==> src/rtl/axi_stream_pckg.sv <==
// Shared constants, FSM state type and beat-select helper for the FFT output stream master.
package axi_stream_pckg;

    localparam int VLW_WDT           = 64;
    localparam int C_FFT_SIZE_LOG2   = 12;
    localparam int OUTPUT_MEM_OFFSET = 0;
    localparam int M_TDATA_WDT       = 32;
    localparam int M_FIFO_SIZE       = 16;
    localparam int M_FIFO_ADDR_WDT   = $clog2(M_FIFO_SIZE);
    localparam int M_IF_BUFFER_SIZE  = VLW_WDT / M_TDATA_WDT;
    localparam int M_FRAME_WORDS     = 2 ** C_FFT_SIZE_LOG2;
    localparam int M_PACKET_CNT      = M_FRAME_WORDS * M_IF_BUFFER_SIZE;
    localparam int M_PACKET_CNT_WDT  = $clog2(M_PACKET_CNT);
    localparam int M_FIFO_WR_FINAL   = M_FIFO_SIZE - 1;
    localparam int M_BEAT_IDX_WDT    = (M_IF_BUFFER_SIZE > 1) ? $clog2(M_IF_BUFFER_SIZE) : 1;

    typedef enum logic [1:0] {
        IDLE  = 2'd0,
        READ  = 2'd1,
        DRAIN = 2'd2,
        DONE  = 2'd3
    } state_t;

    // Beat 0 is the least-significant slice of the memory word.
    function automatic logic [M_TDATA_WDT-1:0] beat_select(
        input logic [VLW_WDT-1:0]        word,
        input logic [M_BEAT_IDX_WDT-1:0] idx
    );
        return word[int'(idx)*M_TDATA_WDT +: M_TDATA_WDT];
    endfunction

endpackage

==> src/rtl/axis_sync_fifo.sv <==
// Single-clock FIFO with full/empty flags; the head entry is presented from register storage
// and forced to zero while empty so the stream data reads 0 when nothing is valid.
module axis_sync_fifo #(
    parameter int WIDTH    = 33,
    parameter int DEPTH    = 16,
    parameter int ADDR_WDT = 4
) (
    input  logic             clk,
    input  logic             rst_n,
    input  logic             wr_en,
    input  logic [WIDTH-1:0] wr_data,
    input  logic             rd_en,
    output logic [WIDTH-1:0] rd_data,
    output logic             full,
    output logic             empty
);

    localparam logic [ADDR_WDT-1:0] PTR_LAST  = ADDR_WDT'(DEPTH - 1);
    localparam logic [ADDR_WDT:0]   CNT_FULL  = (ADDR_WDT + 1)'(DEPTH);

    logic [WIDTH-1:0]    mem [DEPTH];
    logic [ADDR_WDT-1:0] wr_ptr;
    logic [ADDR_WDT-1:0] rd_ptr;
    logic [ADDR_WDT:0]   count;
    logic                do_rd;
    logic                do_wr;

    function automatic logic [ADDR_WDT-1:0] next_ptr(input logic [ADDR_WDT-1:0] ptr);
        return (ptr == PTR_LAST) ? '0 : ptr + ADDR_WDT'(1);
    endfunction

    always_comb begin
        full  = (count == CNT_FULL);
        empty = (count == '0);
        do_rd = rd_en && !empty;
        // A write into a full FIFO is accepted when the same cycle frees a slot.
        do_wr = wr_en && (!full || do_rd);
    end

    always_comb begin
        rd_data = '0;
        if (!empty) begin
            rd_data = mem[rd_ptr];
        end
    end

    always_ff @(posedge clk) begin
        if (do_wr) begin
            mem[wr_ptr] <= wr_data;
        end
    end

    always_ff @(posedge clk or negedge rst_n) begin
        if (!rst_n) begin
            wr_ptr <= '0;
            rd_ptr <= '0;
            count  <= '0;
        end else begin
            if (do_wr) begin
                wr_ptr <= next_ptr(wr_ptr);
            end
            if (do_rd) begin
                rd_ptr <= next_ptr(rd_ptr);
            end
            case ({do_wr, do_rd})
                2'b10:   count <= count + (ADDR_WDT + 1)'(1);
                2'b01:   count <= count - (ADDR_WDT + 1)'(1);
                default: count <= count;
            endcase
        end
    end

endmodule

==> src/rtl/axis_fft_out_master.sv <==
// Streams one FFT frame from the output memory onto an AXI4-Stream master port:
// memory read (p1) -> word serializer (p2) -> beat FIFO -> m_axis.
module axis_fft_out_master
    import axi_stream_pckg::*;
(
    input  logic                       clk,
    input  logic                       rst_n,
    input  logic                       start,
    output logic                       busy,
    output logic                       done,
    output logic                       mem_rd_en,
    output logic [C_FFT_SIZE_LOG2-1:0] mem_rd_addr,
    input  logic [VLW_WDT-1:0]         mem_rd_data,
    output logic [M_TDATA_WDT-1:0]     m_axis_tdata,
    output logic                       m_axis_tvalid,
    input  logic                       m_axis_tready,
    output logic                       m_axis_tlast
);

    localparam logic [C_FFT_SIZE_LOG2:0]    WORDS_TOTAL = (C_FFT_SIZE_LOG2 + 1)'(M_FRAME_WORDS);
    localparam logic [C_FFT_SIZE_LOG2:0]    WORD_LAST   = (C_FFT_SIZE_LOG2 + 1)'(M_FRAME_WORDS - 1);
    localparam logic [M_BEAT_IDX_WDT-1:0]   BEAT_LAST   = M_BEAT_IDX_WDT'(M_IF_BUFFER_SIZE - 1);
    localparam logic [M_PACKET_CNT_WDT-1:0] PACKET_LAST = M_PACKET_CNT_WDT'(M_PACKET_CNT - 1);

    state_t                      state;
    state_t                      state_nxt;
    logic [C_FFT_SIZE_LOG2:0]    rd_cnt;
    logic                        vld_p1;
    logic [VLW_WDT-1:0]          word_p2;
    logic                        vld_p2;
    logic [M_BEAT_IDX_WDT-1:0]   beat_idx_p2;
    logic [M_PACKET_CNT_WDT-1:0] beat_cnt_p2;
    logic                        fifo_full;
    logic                        fifo_empty;
    logic [M_TDATA_WDT:0]        fifo_wr_data;
    logic [M_TDATA_WDT:0]        fifo_rd_data;
    logic                        frame_start;
    logic                        words_left;
    logic                        push;
    logic                        emit_last;
    logic                        rd_issue;
    logic                        last_read;
    logic                        last_hs;

    always_comb begin
        frame_start = (state == IDLE) && start;
        words_left  = (rd_cnt != WORDS_TOTAL);
        push        = vld_p2 && !fifo_full;
        emit_last   = push && (beat_idx_p2 == BEAT_LAST);
        // One read in flight at most, and only when the serializer can take the word next cycle.
        rd_issue    = (state == READ) && !vld_p1 && (!vld_p2 || emit_last) && words_left;
        last_read   = rd_issue && (rd_cnt == WORD_LAST);
        last_hs     = m_axis_tvalid && m_axis_tready && m_axis_tlast;
    end

    always_ff @(posedge clk or negedge rst_n) begin
        if (!rst_n) begin
            state <= IDLE;
        end else begin
            state <= state_nxt;
        end
    end

    always_comb begin
        state_nxt = state;
        case (state)
            IDLE:    if (start)     state_nxt = READ;
            READ:    if (last_read) state_nxt = DRAIN;
            DRAIN:   if (last_hs)   state_nxt = DONE;
            DONE:                   state_nxt = IDLE;
            default:                state_nxt = IDLE;
        endcase
    end

    always_comb begin
        busy      = (state != IDLE);
        done      = (state == DONE);
        mem_rd_en = rd_issue;
    end

    // p0 -> p1: read issue and address generation
    always_ff @(posedge clk or negedge rst_n) begin
        if (!rst_n) begin
            rd_cnt      <= '0;
            mem_rd_addr <= C_FFT_SIZE_LOG2'(OUTPUT_MEM_OFFSET);
            vld_p1      <= 1'b0;
        end else begin
            vld_p1 <= rd_issue;
            if (frame_start) begin
                rd_cnt      <= '0;
                mem_rd_addr <= C_FFT_SIZE_LOG2'(OUTPUT_MEM_OFFSET);
            end else if (rd_issue) begin
                rd_cnt      <= rd_cnt + (C_FFT_SIZE_LOG2 + 1)'(1);
                mem_rd_addr <= mem_rd_addr + C_FFT_SIZE_LOG2'(1);
            end
        end
    end

    // p1 -> p2: capture returned word into the serializer
    always_ff @(posedge clk) begin
        if (vld_p1) begin
            word_p2 <= mem_rd_data;
        end
    end

    always_ff @(posedge clk or negedge rst_n) begin
        if (!rst_n) begin
            vld_p2      <= 1'b0;
            beat_idx_p2 <= '0;
            beat_cnt_p2 <= '0;
        end else begin
            if (vld_p1) begin
                vld_p2      <= 1'b1;
                beat_idx_p2 <= '0;
            end else if (emit_last) begin
                vld_p2      <= 1'b0;
                beat_idx_p2 <= '0;
            end else if (push) begin
                beat_idx_p2 <= beat_idx_p2 + M_BEAT_IDX_WDT'(1);
            end
            if (frame_start) begin
                beat_cnt_p2 <= '0;
            end else if (push) begin
                beat_cnt_p2 <= beat_cnt_p2 + M_PACKET_CNT_WDT'(1);
            end
        end
    end

    // p2 -> FIFO: one {tlast, tdata} entry per pushed beat
    always_comb begin
        fifo_wr_data = {(beat_cnt_p2 == PACKET_LAST), beat_select(word_p2, beat_idx_p2)};
    end

    axis_sync_fifo #(
        .WIDTH   (M_TDATA_WDT + 1),
        .DEPTH   (M_FIFO_SIZE),
        .ADDR_WDT(M_FIFO_ADDR_WDT)
    ) u_fifo (
        .clk    (clk),
        .rst_n  (rst_n),
        .wr_en  (push),
        .wr_data(fifo_wr_data),
        .rd_en  (m_axis_tready),
        .rd_data(fifo_rd_data),
        .full   (fifo_full),
        .empty  (fifo_empty)
    );

    always_comb begin
        m_axis_tvalid = !fifo_empty;
        m_axis_tlast  = fifo_rd_data[M_TDATA_WDT];
        m_axis_tdata  = fifo_rd_data[M_TDATA_WDT-1:0];
    end

endmodule

==> config.mk <==
export PLATFORM = sky130hd
export DESIGN_NAME = axis_fft_out_master
export DESIGN_NICKNAME = d
export VERILOG_FILES = /design/src/rtl/axi_stream_pckg.sv /design/src/rtl/axis_sync_fifo.sv /design/src/rtl/axis_fft_out_master.sv
export SDC_FILE = /design/constraint.sdc
export NUM_CORES = 1
export LEC_CHECK = 0
export ABC_AREA = 1
export CAP_MARGIN = 10
export CORE_ASPECT_RATIO = 1.1
export CORE_MARGIN = 3
export CORE_UTILIZATION = 59
export CTS_CLUSTER_DIAMETER = 80
export DETAILED_ROUTE_END_ITERATION = 16
export GPL_ROUTABILITY_DRIVEN = 0
export PLACE_DENSITY = 0.84
export SLEW_MARGIN = 20
export SYNTH_ARGS = -nofsm -noshare
export SYNTH_HDL_FRONTEND = slang
export SYNTH_SLANG_ARGS = --single-unit
==> constraint.sdc <==
create_clock -name clk -period 3.48 [get_ports clk]
set_input_delay 0.696 -clock clk [delete_from_list [all_inputs] [get_ports clk]]
set_output_delay 0.696 -clock clk [all_outputs]
set_load 0.005 [all_outputs]
==> impl_metrics.json, run 1 <==
{
  "grt_max_degree": 68,
  "status": "finished, violations left",
  "cts_sinks": 648,
  "io_buffers": 116,
  "yosys-top-cells-area": "edfxtp_1 (68%), dfrtp_1 (5.3%), nand2_1 (5.3%), mux2i_1 (3.7%), nor2_1 (3.2%)",
  "viasPerCell": 6.571,
  "avgSynthCellArea_um2": 13.12,
  "hpwl_um": 35660,
  "synth_area_um2": 26250,
  "drcViolationCount": 0,
  "htreeDepth": 2,
  "antennaDiodeCount": 0,
  "grt_pass1_wl_um": 105600,
  "cts_buffer_depth": 3,
  "crit_buf_inv": 3,
  "fp.coreArea_um2": 43640,
  "ys_seq_area_frac": 0.7307,
  "yosys.area.top_type": "edfxtp_1",
  "clkSlewWorstSetupHoldPaths_ns": 0.07,
  "start_util": 0.6014,
  "final_util": 0.7130,
  "slowest_delay_ns": 0.53,
  "cts_buffers": 60,
  "cts_tree": "done",
  "placedCellCount": 2640,
  "end_kind": "output port",
  "die-width_um": 207.1,
  "wl_per_cell_um": 26.45,
  "grt_overflow": 0,
  "path_depth": 7,
  "period_share": 1.021,
  "violations": "setup timing",
  "antenna_found_initial": 0,
  "wl_um": 73650,
  "crit_arrival_ns": 2.86,
  "p_total_mw": 29.16,
  "drt_iter0_markers": 2631,
  "worst_pin_slew_ns": 1.077,
  "drtPass1Iterations": 6,
  "synth-seq-cells": 648,
  "p_per_area_nw_per_um2": 937.2,
  "synth_top_area_frac": 0.6773,
  "tns_ns": -0.2967,
  "critical-path-slowest-cell": "clkdlybuf4s50_1",
  "layout_commonest_cell": "edfxtp_1",
  "cellLeakagePower_nw": 11.24,
  "critPathTopFamily": "buffers and inverters",
  "syn_nets": 2087,
  "num_rows": 80,
  "dp_slack_ns": 0.4262,
  "hold_violations": 0,
  "setup_slack_ns": -0.07411,
  "slew_headroom": 0.2792,
  "path_cells": "buf_12 > bufbuf_16 > mux2i_1 > o211ai_1 > nand2_1 > nor2_2 > clkdlybuf4s50_1",
  "fill_cells": 2574,
  "rsz0062_at_grt": "true",
  "cts-root-buf": "clkbuf_16",
  "synth_cell_types": 36,
  "reg2reg_depth": 7,
  "startpoint": "u_fifo.rd_ptr[0]$_DFFE_PN0P_",
  "seq_area_um2": 19190,
  "timing.rr.start": "u_fifo.count[1]$_DFFE_PN0P_",
  "io_pins": 117,
  "ir_drop_uv": 558.7,
  "cp_data_required_time_ns": 2.78,
  "path_class": "reg2out",
  "cp_max_fo": 20,
  "grt_usage": 0.2934,
  "dieArea_um2": 47050,
  "yosys_warnings": 0,
  "synth_cells": 2001,
  "syn_to_final_growth_pct": 18.56,
  "multi_input_area_um2": 6479,
  "final_cells": 2784,
  "worst_clock_skew_ns": 0.02613,
  "route.antenna.remaining_nets": 0,
  "setup_violations": 7,
  "layout_min_cycle_time_ns": 3.554,
  "max_cap_viol_count": 0,
  "hold_class": "in2async",
  "grt_pass1_vias": 18370,
  "finalNetCount": 2245,
  "critPathLaunchType": "flip-flop",
  "drive_gt1_frac": 0.1104,
  "layout_common_cells": "edfxtp_1 (592), nand2_1 (372), nor2_1 (196)",
  "dieHeight_um": 227.2,
  "fmax_ghz": 0.2814,
  "clk-insertion-delay-late_ns": 0.64,
  "timing.final.max_slew_violations": 0,
  "vias": 18290
}
==> repair_timing <==
action                     in CTS  in global routing
pin swaps                       6                  9
resized for setup              38                 43
buffers inserted                7                  7
hold buffers                    0                  0
setup endpoints to repair      34                 27
gates cloned                   11                  7
==> area by class of cell <==
cell class | count | area share
well taps | 574 | 0.02308
flip-flops and latches | 648 | 0.6166
inverters | 55 | 0.007761
clock buffers | 69 | 0.04998
clock inverters | 44 | 0.01395
multi-input cells | 1190 | 0.2082
repair buffers | 202 | 0.07958
repair inverters | 2 | 0.0008042
==> synthesized netlist by cell type <==
| library cell | count |
|---|---|
| buf_1 | 12 |
| o31ai_2 | 1 |
| inv_6 | 1 |
| o221ai_1 | 32 |
| a21oi_1 | 83 |
| buf_6 | 14 |
| nand2_1 | 373 |
| clkbuf_1 | 48 |
| xnor2_1 | 3 |
| nor3_1 | 13 |
| nand3_1 | 39 |
| xor2_1 | 15 |
| buf_4 | 16 |
| nor2_2 | 2 |
| o211ai_1 | 33 |
| and3_1 | 1 |
| nand3_2 | 2 |
| dfrtp_1 | 56 |
| buf_2 | 18 |
| edfxtp_1 | 592 |
| o21ai_0 | 156 |
| nand2_2 | 1 |
| nor4_1 | 1 |
| or2_2 | 1 |
| nor2_1 | 226 |
| nand4_1 | 11 |
| ha_1 | 18 |
| inv_2 | 2 |
| nand3b_1 | 1 |
| mux2i_1 | 96 |
| o31ai_1 | 10 |
| a2bb2oi_1 | 1 |
| inv_1 | 52 |
| a21oi_2 | 2 |
| nor3b_1 | 5 |
| o22ai_1 | 64 |
==> layer usage <==
metal,GRT usage,routed length (um)
met1,0.3686,25030
met2,0.4884,35920
met3,0.06284,8963
met5,0,0
met4,0.1533,3737
==> metrics by stage <==
stage | instance area, um^2 | hold slack (ns)
floorplan | 26250 | 0.4004
global placement | 28360 | 0.4972
detailed placement | 28360 | 0.4952
CTS | 30810 | 0.07162
global route | 31120 | 0.1027
finish | 31120 | 0.08199
==> power breakdown <==
| part | switching, mW | total [mW] | internal, mW | leakage [nW] |
|---|---|---|---|---|
| sequential | 0.445 | 11.2 | 10.8 | 6.13 |
| combinational | 7.45 | 11.2 | 3.80 | 4.15 |
| clock | 2.97 | 6.71 | 3.74 | 0.959 |
==> path summary, 6_finish.rpt <==
path | endpoint | slack [ns]
setup / recovery | m_axis_tdata[5] | -0.07
hold / removal | mem_rd_addr[4]$_DFFE_PN0P_ | 0.08
setup reg to reg | u_fifo.mem[6][7]$_DFFE_PP_ | 0.85
hold reg to reg | vld_p2$_DFFE_PN0P_ | 0.52
max in group asynchronous | rd_cnt[12]$_DFFE_PN0P_ | 2.65
min in group clk | vld_p2$_DFFE_PN0P_ | 0.52
==> flip-flops by register name (all words and copies together) (netlist names), 2 cells and up <==
register       flops
beat_cnt_p2       13
mem_rd_addr       12
rd_cnt            13
state              2
u_fifo.count       5
u_fifo.mem       528
u_fifo.rd_ptr      4
u_fifo.wr_ptr      4
word_p2           64
==> logic make-up after synthesis <==
group	share of synthesized area
adder cells (fa/ha/maj)	0.008581
XOR/XNOR	0.006007
multiplexers	0.03661
flip-flops	0.7307
AND/OR/NAND/NOR	0.1021
buffers and inverters	0.03065
AO/OA/AOI/OAI	0.08529
(Power assumes the default switching activity.)
==> run 2, diff against run 1 <==
- CORE_UTILIZATION: 59 -> 54
- HOLD_SLACK_MARGIN: default -> 0.02
- PLACE_DENSITY: 0.84 -> 0.81
- clock period: 3.48 -> 3.02 ns (I/O delays scaled with it)
==> impl_metrics.json, run 2 (synthesized netlist as in run 1, its figures left out) <==
{
  "status": "finished, violations left",
  "violations": "setup timing",
  "drive_gt1_frac": 0.1922,
  "cp_max_fo": 8,
  "antennaDiodeCount": 0,
  "num_rows": 84,
  "dp_slack_ns": 0.1654,
  "layout_min_cycle_time_ns": 3.181,
  "finalNetCount": 2325,
  "antenna_found_initial": 0,
  "max_cap_viol_count": 0,
  "cp_data_required_time_ns": 2.42,
  "cts_sinks": 648,
  "viasPerCell": 6.379,
  "end_kind": "output port",
  "hold_violations": 0,
  "syn_to_final_growth_pct": 24.44,
  "io_pins": 117,
  "p_total_mw": 35.69,
  "cts_tree": "done",
  "route.antenna.remaining_nets": 0,
  "grt_usage": 0.2717,
  "slew_headroom": 0.3428,
  "layout_common_cells": "edfxtp_1 (592), nand2_1 (355), nor2_1 (182)",
  "dieArea_um2": 51290,
  "p_seq_frac": 0.363,
  "rsz0062_at_grt": "true",
  "cts_buffer_depth": 3,
  "clkSlewWorstSetupHoldPaths_ns": 0.07,
  "hpwl_um": 36270,
  "die-width_um": 216.2,
  "combPwrFrac": 0.421,
  "wl_um": 76980,
  "layout_commonest_cell": "edfxtp_1",
  "timing.final.max_slew_violations": 0,
  "cts_hold_buf": 0,
  "crit_arrival_ns": 2.58,
  "period_share": 1.053,
  "cellLeakagePower_nw": 11.83,
  "largest_register": "u_fifo.mem",
  "switchingPower_mw": 13.30,
  "dieHeight_um": 237.2,
  "top_regs": "u_fifo.mem x528, word_p2 x64",
  "clk-insertion-delay-late_ns": 0.65,
  "reg2reg_depth": 7,
  "grt_max_degree": 67,
  "swShare": 0.3727,
  "cts-root-buf": "clkbuf_16",
  "worst_clock_skew_ns": 0.04125,
  "clkPwrFrac": 0.216,
  "grt_pass1_vias": 18480,
  "worst_pin_slew_ns": 0.9822,
  "cts_buffers": 60,
  "wl_per_cell_um": 26.28,
  "p_per_area_nw_per_um2": 1093,
  "path_class": "reg2out",
  "critPathLaunchType": "flip-flop",
  "grt_overflow": 0,
  "largest_reg_flops": 528,
  "htreeDepth": 2,
  "setup_slack_ns": -0.1608,
  "drtPass1Iterations": 7,
  "grt_pass1_wl_um": 106200,
  "hold_class": "in2async",
  "final_util": 0.6815,
  "vias": 18680,
  "hold_slack_ns": 0.01912,
  "drt_iter0_markers": 2856,
  "setup_violations": 18,
  "ir_drop_uv": 587.3,
  "fill_cells": 2949,
  "drcViolationCount": 0,
  "io_buffers": 116,
  "fp.coreArea_um2": 47930,
  "p_int_mw": 22.39,
  "start_util": 0.5476,
  "fmax_ghz": 0.3144
}
==> run 2: changes by cell type in the layout (fill, tap and decap cells not counted), sizes merged <==
cell	previous run	this run
dlygate4sd2	7	2
clkinvlp	8	6
clkbuf	76	77
clkdlybuf4s50	97	82
inv	56	55
dlymetal6s2s	11	1
clkinv	30	28
buf	79	187
==> run 2: cell type report <==
| cell class | count | area (um^2) | area share |
|---|---|---|---|
| clock buffer | 67 | 1570 | 0.04808 |
| clock inverter | 40 | 391.6 | 0.01199 |
| inverter | 55 | 221.5 | 0.006781 |
| multi-input combinational | 1190 | 6958 | 0.2130 |
| sequential | 648 | 19190 | 0.5875 |
| tap | 645 | 807.0 | 0.02471 |
| timing repair buffer | 283 | 3508 | 0.1074 |
| timing repair inverter | 1 | 16.27 | 0.0004980 |
==> run 2: power groups by stage <==
stage / clock network, mW / logic, mW / registers (mW)
final: 7.71 / 15.0 / 13.0
after CTS: 7.57 / 13.3 / 12.8
after detailed placement: 0 / 11.2 / 13.0
after floorplan: 0 / 6.57 / 12.9
after global routing: 8.03 / 15.8 / 13.0
after global placement: 0 / 10.9 / 12.9
==> run 2: what timing repair did <==
action / in CTS / in global routing
setup endpoints to repair: 34 / 34
buffers inserted: 39 / 27
cloned: 22 / 11
endpoints found under the hold margin: 0 / 0
gates resized for setup: 211 / 202
pin swaps: 54 / 88
==> run 2: path summary, 6_finish.rpt <==
kind	from	to	slack, ns
max in group asynchronous	rst_n	u_fifo.count[2]$_DFFE_PN0P_	2.34
hold reg to reg	beat_cnt_p2[7]$_DFFE_PN0P_	beat_cnt_p2[7]$_DFFE_PN0P_	0.51
setup / recovery	u_fifo.rd_ptr[0]$_DFFE_PN0P_	m_axis_tdata[18]	-0.16
hold / removal	rst_n	rd_cnt[5]$_DFFE_PN0P_	0.02
setup reg to reg	u_fifo.count[0]$_DFFE_PN0P_	u_fifo.mem[5][26]$_DFFE_PP_	0.47
min in group clk	beat_cnt_p2[7]$_DFFE_PN0P_	beat_cnt_p2[7]$_DFFE_PN0P_	0.51
==> run 2: per-stage QoR <==
step | setup TNS, ns | cells | instance area [um^2]
after CTS | -2.450 | 2903 | 31930
after global routing | -2.843 | 2929 | 32660
final | -1.043 | 2929 | 32660
after global placement | 0 | 2735 | 28730
after floorplan | 0 | 2001 | 26250
after detailed placement | 0 | 2735 | 28730
==> run 2: critical path, stage by stage, from the launching register on <==
cell and delay, ns:
dfrtp_4 0.57, buf_6 0.17, clkinv_8 0.09, buf_12 0.12, buf_6 0.10, o21ai_1 0.07, o22ai_1 0.18, nand2_1 0.10
o211ai_1 0.11, nand2_1 0.13, nor2_4 0.17, buf_6 0.12
==> run 2: metal layers <==
layer	up-vias	wire length (um)	track usage
met1	8890	26480	0.3495
li1	7770	-	-
met4	0	4011	0.1417
met3	332	9686	0.04756
met2	1692	36800	0.4478
met5	-	0	0
==> run 3, diff against run 2 <==
- CORE_MARGIN: 3 -> default
- CORE_UTILIZATION: 54 -> 59
- PLACE_DENSITY: 0.81 -> 0.84
- clock period: 3.02 -> 3.8 ns (I/O delays scaled with it)
==> impl_metrics.json, run 3 (synthesized netlist as in run 1, its figures left out) <==
{
  "max_cap_viol_count": 0,
  "setup_violations": 0,
  "wl_per_cell_um": 22.98,
  "worst_clock_skew_ns": 0.01710,
  "finalNetCount": 2209,
  "route.antenna.remaining_nets": 0,
  "ir_drop_uv": 638.7,
  "cts_buffers": 59,
  "period_share": 0.9888,
  "layout_commonest_cell": "edfxtp_1",
  "worst_pin_slew_ns": 0.9427,
  "p_per_area_nw_per_um2": 825.6,
  "cts_hold_buf": 0,
  "grt_overflow": 0,
  "design_area_um2": 30220,
  "cp_data_required_time_ns": 3.04,
  "cts_sinks": 648,
  "top_regs": "u_fifo.mem x528, word_p2 x64",
  "status": "completed",
  "final_util": 0.6924,
  "multi_input_area_um2": 6400,
  "syn_to_final_growth_pct": 15.13,
  "dieArea_um2": 45330,
  "clk-insertion-delay-late_ns": 0.63,
  "fill_cells": 2750,
  "layout_common_cells": "edfxtp_1 (592), nand2_1 (372), nor2_1 (208)",
  "antenna_found_initial": 0,
  "wl_um": 63060,
  "grt_usage": 0.2776,
  "drive_gt1_frac": 0.07834,
  "clkSlewWorstSetupHoldPaths_ns": 0.07,
  "slowest_delay_ns": 0.59,
  "hpwl_um": 34600,
  "cts_tree": "done",
  "crit_arrival_ns": 3.00,
  "num_rows": 80,
  "start_util": 0.6014,
  "regToRegSetupSlack_ns": 0.44,
  "drt_iter0_markers": 1921,
  "largest_reg_flops": 528,
  "slew_headroom": 0.3715,
  "seq_area_um2": 19180,
  "cts-root-buf": "clkbuf_16",
  "critical-path-slowest-cell": "dfrtp_4",
  "cp_max_fo": 56,
  "placedCellCount": 2633,
  "timing.rr.end": "u_fifo.count[4]$_DFFE_PN0P_",
  "drcViolationCount": 0,
  "layout_min_cycle_time_ns": 3.757,
  "final_cells": 2744,
  "grt_pass1_vias": 16890,
  "end_kind": "output port",
  "cts_buffer_depth": 3,
  "drtPass1Iterations": 6,
  "path_class": "reg2out",
  "path_cells": "buf_12 > o21ai_0 > o22ai_1 > nand2_1 > o211ai_1 > nand2_1 > nor2_1 > clkdlybuf4s50_1",
  "timing.rr.start": "u_fifo.count[0]$_DFFE_PN0P_",
  "largest_register": "u_fifo.mem",
  "rsz0062_at_grt": "true",
  "reg2reg_depth": 16,
  "cellLeakagePower_nw": 10.74,
  "dieHeight_um": 223.2,
  "crit_buf_inv": 2,
  "hold_violations": 0,
  "viasPerCell": 6.270,
  "htreeDepth": 2,
  "fmax_ghz": 0.2661,
  "grt_max_degree": 76,
  "grt_pass1_wl_um": 94450,
  "antennaDiodeCount": 0,
  "critPathTopFamily": "buffers and inverters",
  "placed_area_um2": 28270,
  "timing.final.max_slew_violations": 0,
  "vias": 17210,
  "die-width_um": 203.1,
  "crit_path_frequent_cell": "nand2_1",
  "critPathLaunchType": "flip-flop",
  "io_buffers": 116,
  "io_pins": 117,
  "hold_class": "in2async",
  "fp.coreArea_um2": 43640
}
## run 3: cell count changes in the layout (fill, tap and decap cells not counted), sizes merged
cell           delta
bufbuf            -1
clkinv            -1
buf             -134
clkinvlp          -4
clkdlybuf4s50    +32
dlygate4sd2       -2
clkbuf            -2
bufinv            -2
## run 3: power by group
group	switching, mW	total [mW]	leakage [nW]	internal, mW
registers	0.388	10.2	6.13	9.86
clock network	2.52	5.72	0.896	3.21
logic	6.02	8.98	3.71	2.96
## run 3: how the worst max path moves through the flow
stage / from / endpoint / slack, ns / cells past startpoint
after floorplan: vld_p1$_DFF_PN0_ / mem_rd_en / 0.91 / 5
after global placement: u_fifo.rd_ptr[1]$_DFFE_PN0P_ / m_axis_tdata[18] / 0.62 / 8
after detailed placement: u_fifo.count[0]$_DFFE_PN0P_ / u_fifo.count[4]$_DFFE_PN0P_ / 0.56 / 16
after CTS: u_fifo.rd_ptr[0]$_DFFE_PN0P_ / m_axis_tdata[28] / 0.02 / 9
after global routing: u_fifo.rd_ptr[0]$_DFFE_PN0P_ / m_axis_tdata[5] / -0.08 / 8
final: u_fifo.rd_ptr[0]$_DFFE_PN0P_ / m_axis_tdata[30] / 0.04 / 8
## run 3: layout make-up
class	instances	share of cell area
Clock inverter	34	0.01014
Clock buffer	74	0.05106
Tap cell	574	0.02377
Multi-Input combinational cell	1190	0.2118
Sequential cell	648	0.6349
Timing Repair Buffer	169	0.06091
Inverter	55	0.007412
## run 3: layer usage
metal | wire length, um | track usage | up-vias | share of wire
li1 | - | - | 7533 | -
met1 | 22730 | 0.3628 | 8233 | 0.36
met2 | 30850 | 0.4567 | 1202 | 0.49
met3 | 6731 | 0.04777 | 238 | 0.11
met4 | 2746 | 0.1290 | 0 | 0.044
met5 | 0 | 0 | - | 0
## run 3: per-stage QoR
stage                     hold WS, ns  TNS [ns]  setup slack, ns  power [mW]
after floorplan                0.4558         0           0.9119       15.50
after global placement         0.4575         0           0.6215       18.61
after detailed placement       0.4768         0           0.5645       19.01
after CTS                      0.2575         0          0.02134       24.80
after global routing           0.3085   -0.1639         -0.08297       25.94
final                          0.2655         0          0.04268       24.95
## run 3: repair_timing
action / 4_1_cts / 5_1_grt
pin swaps: 0 / 1
setup buffers: 2 / 0
gates resized for setup: 7 / 8
cloned: 0 / 1
endpoints found under the setup margin: 16 / 16
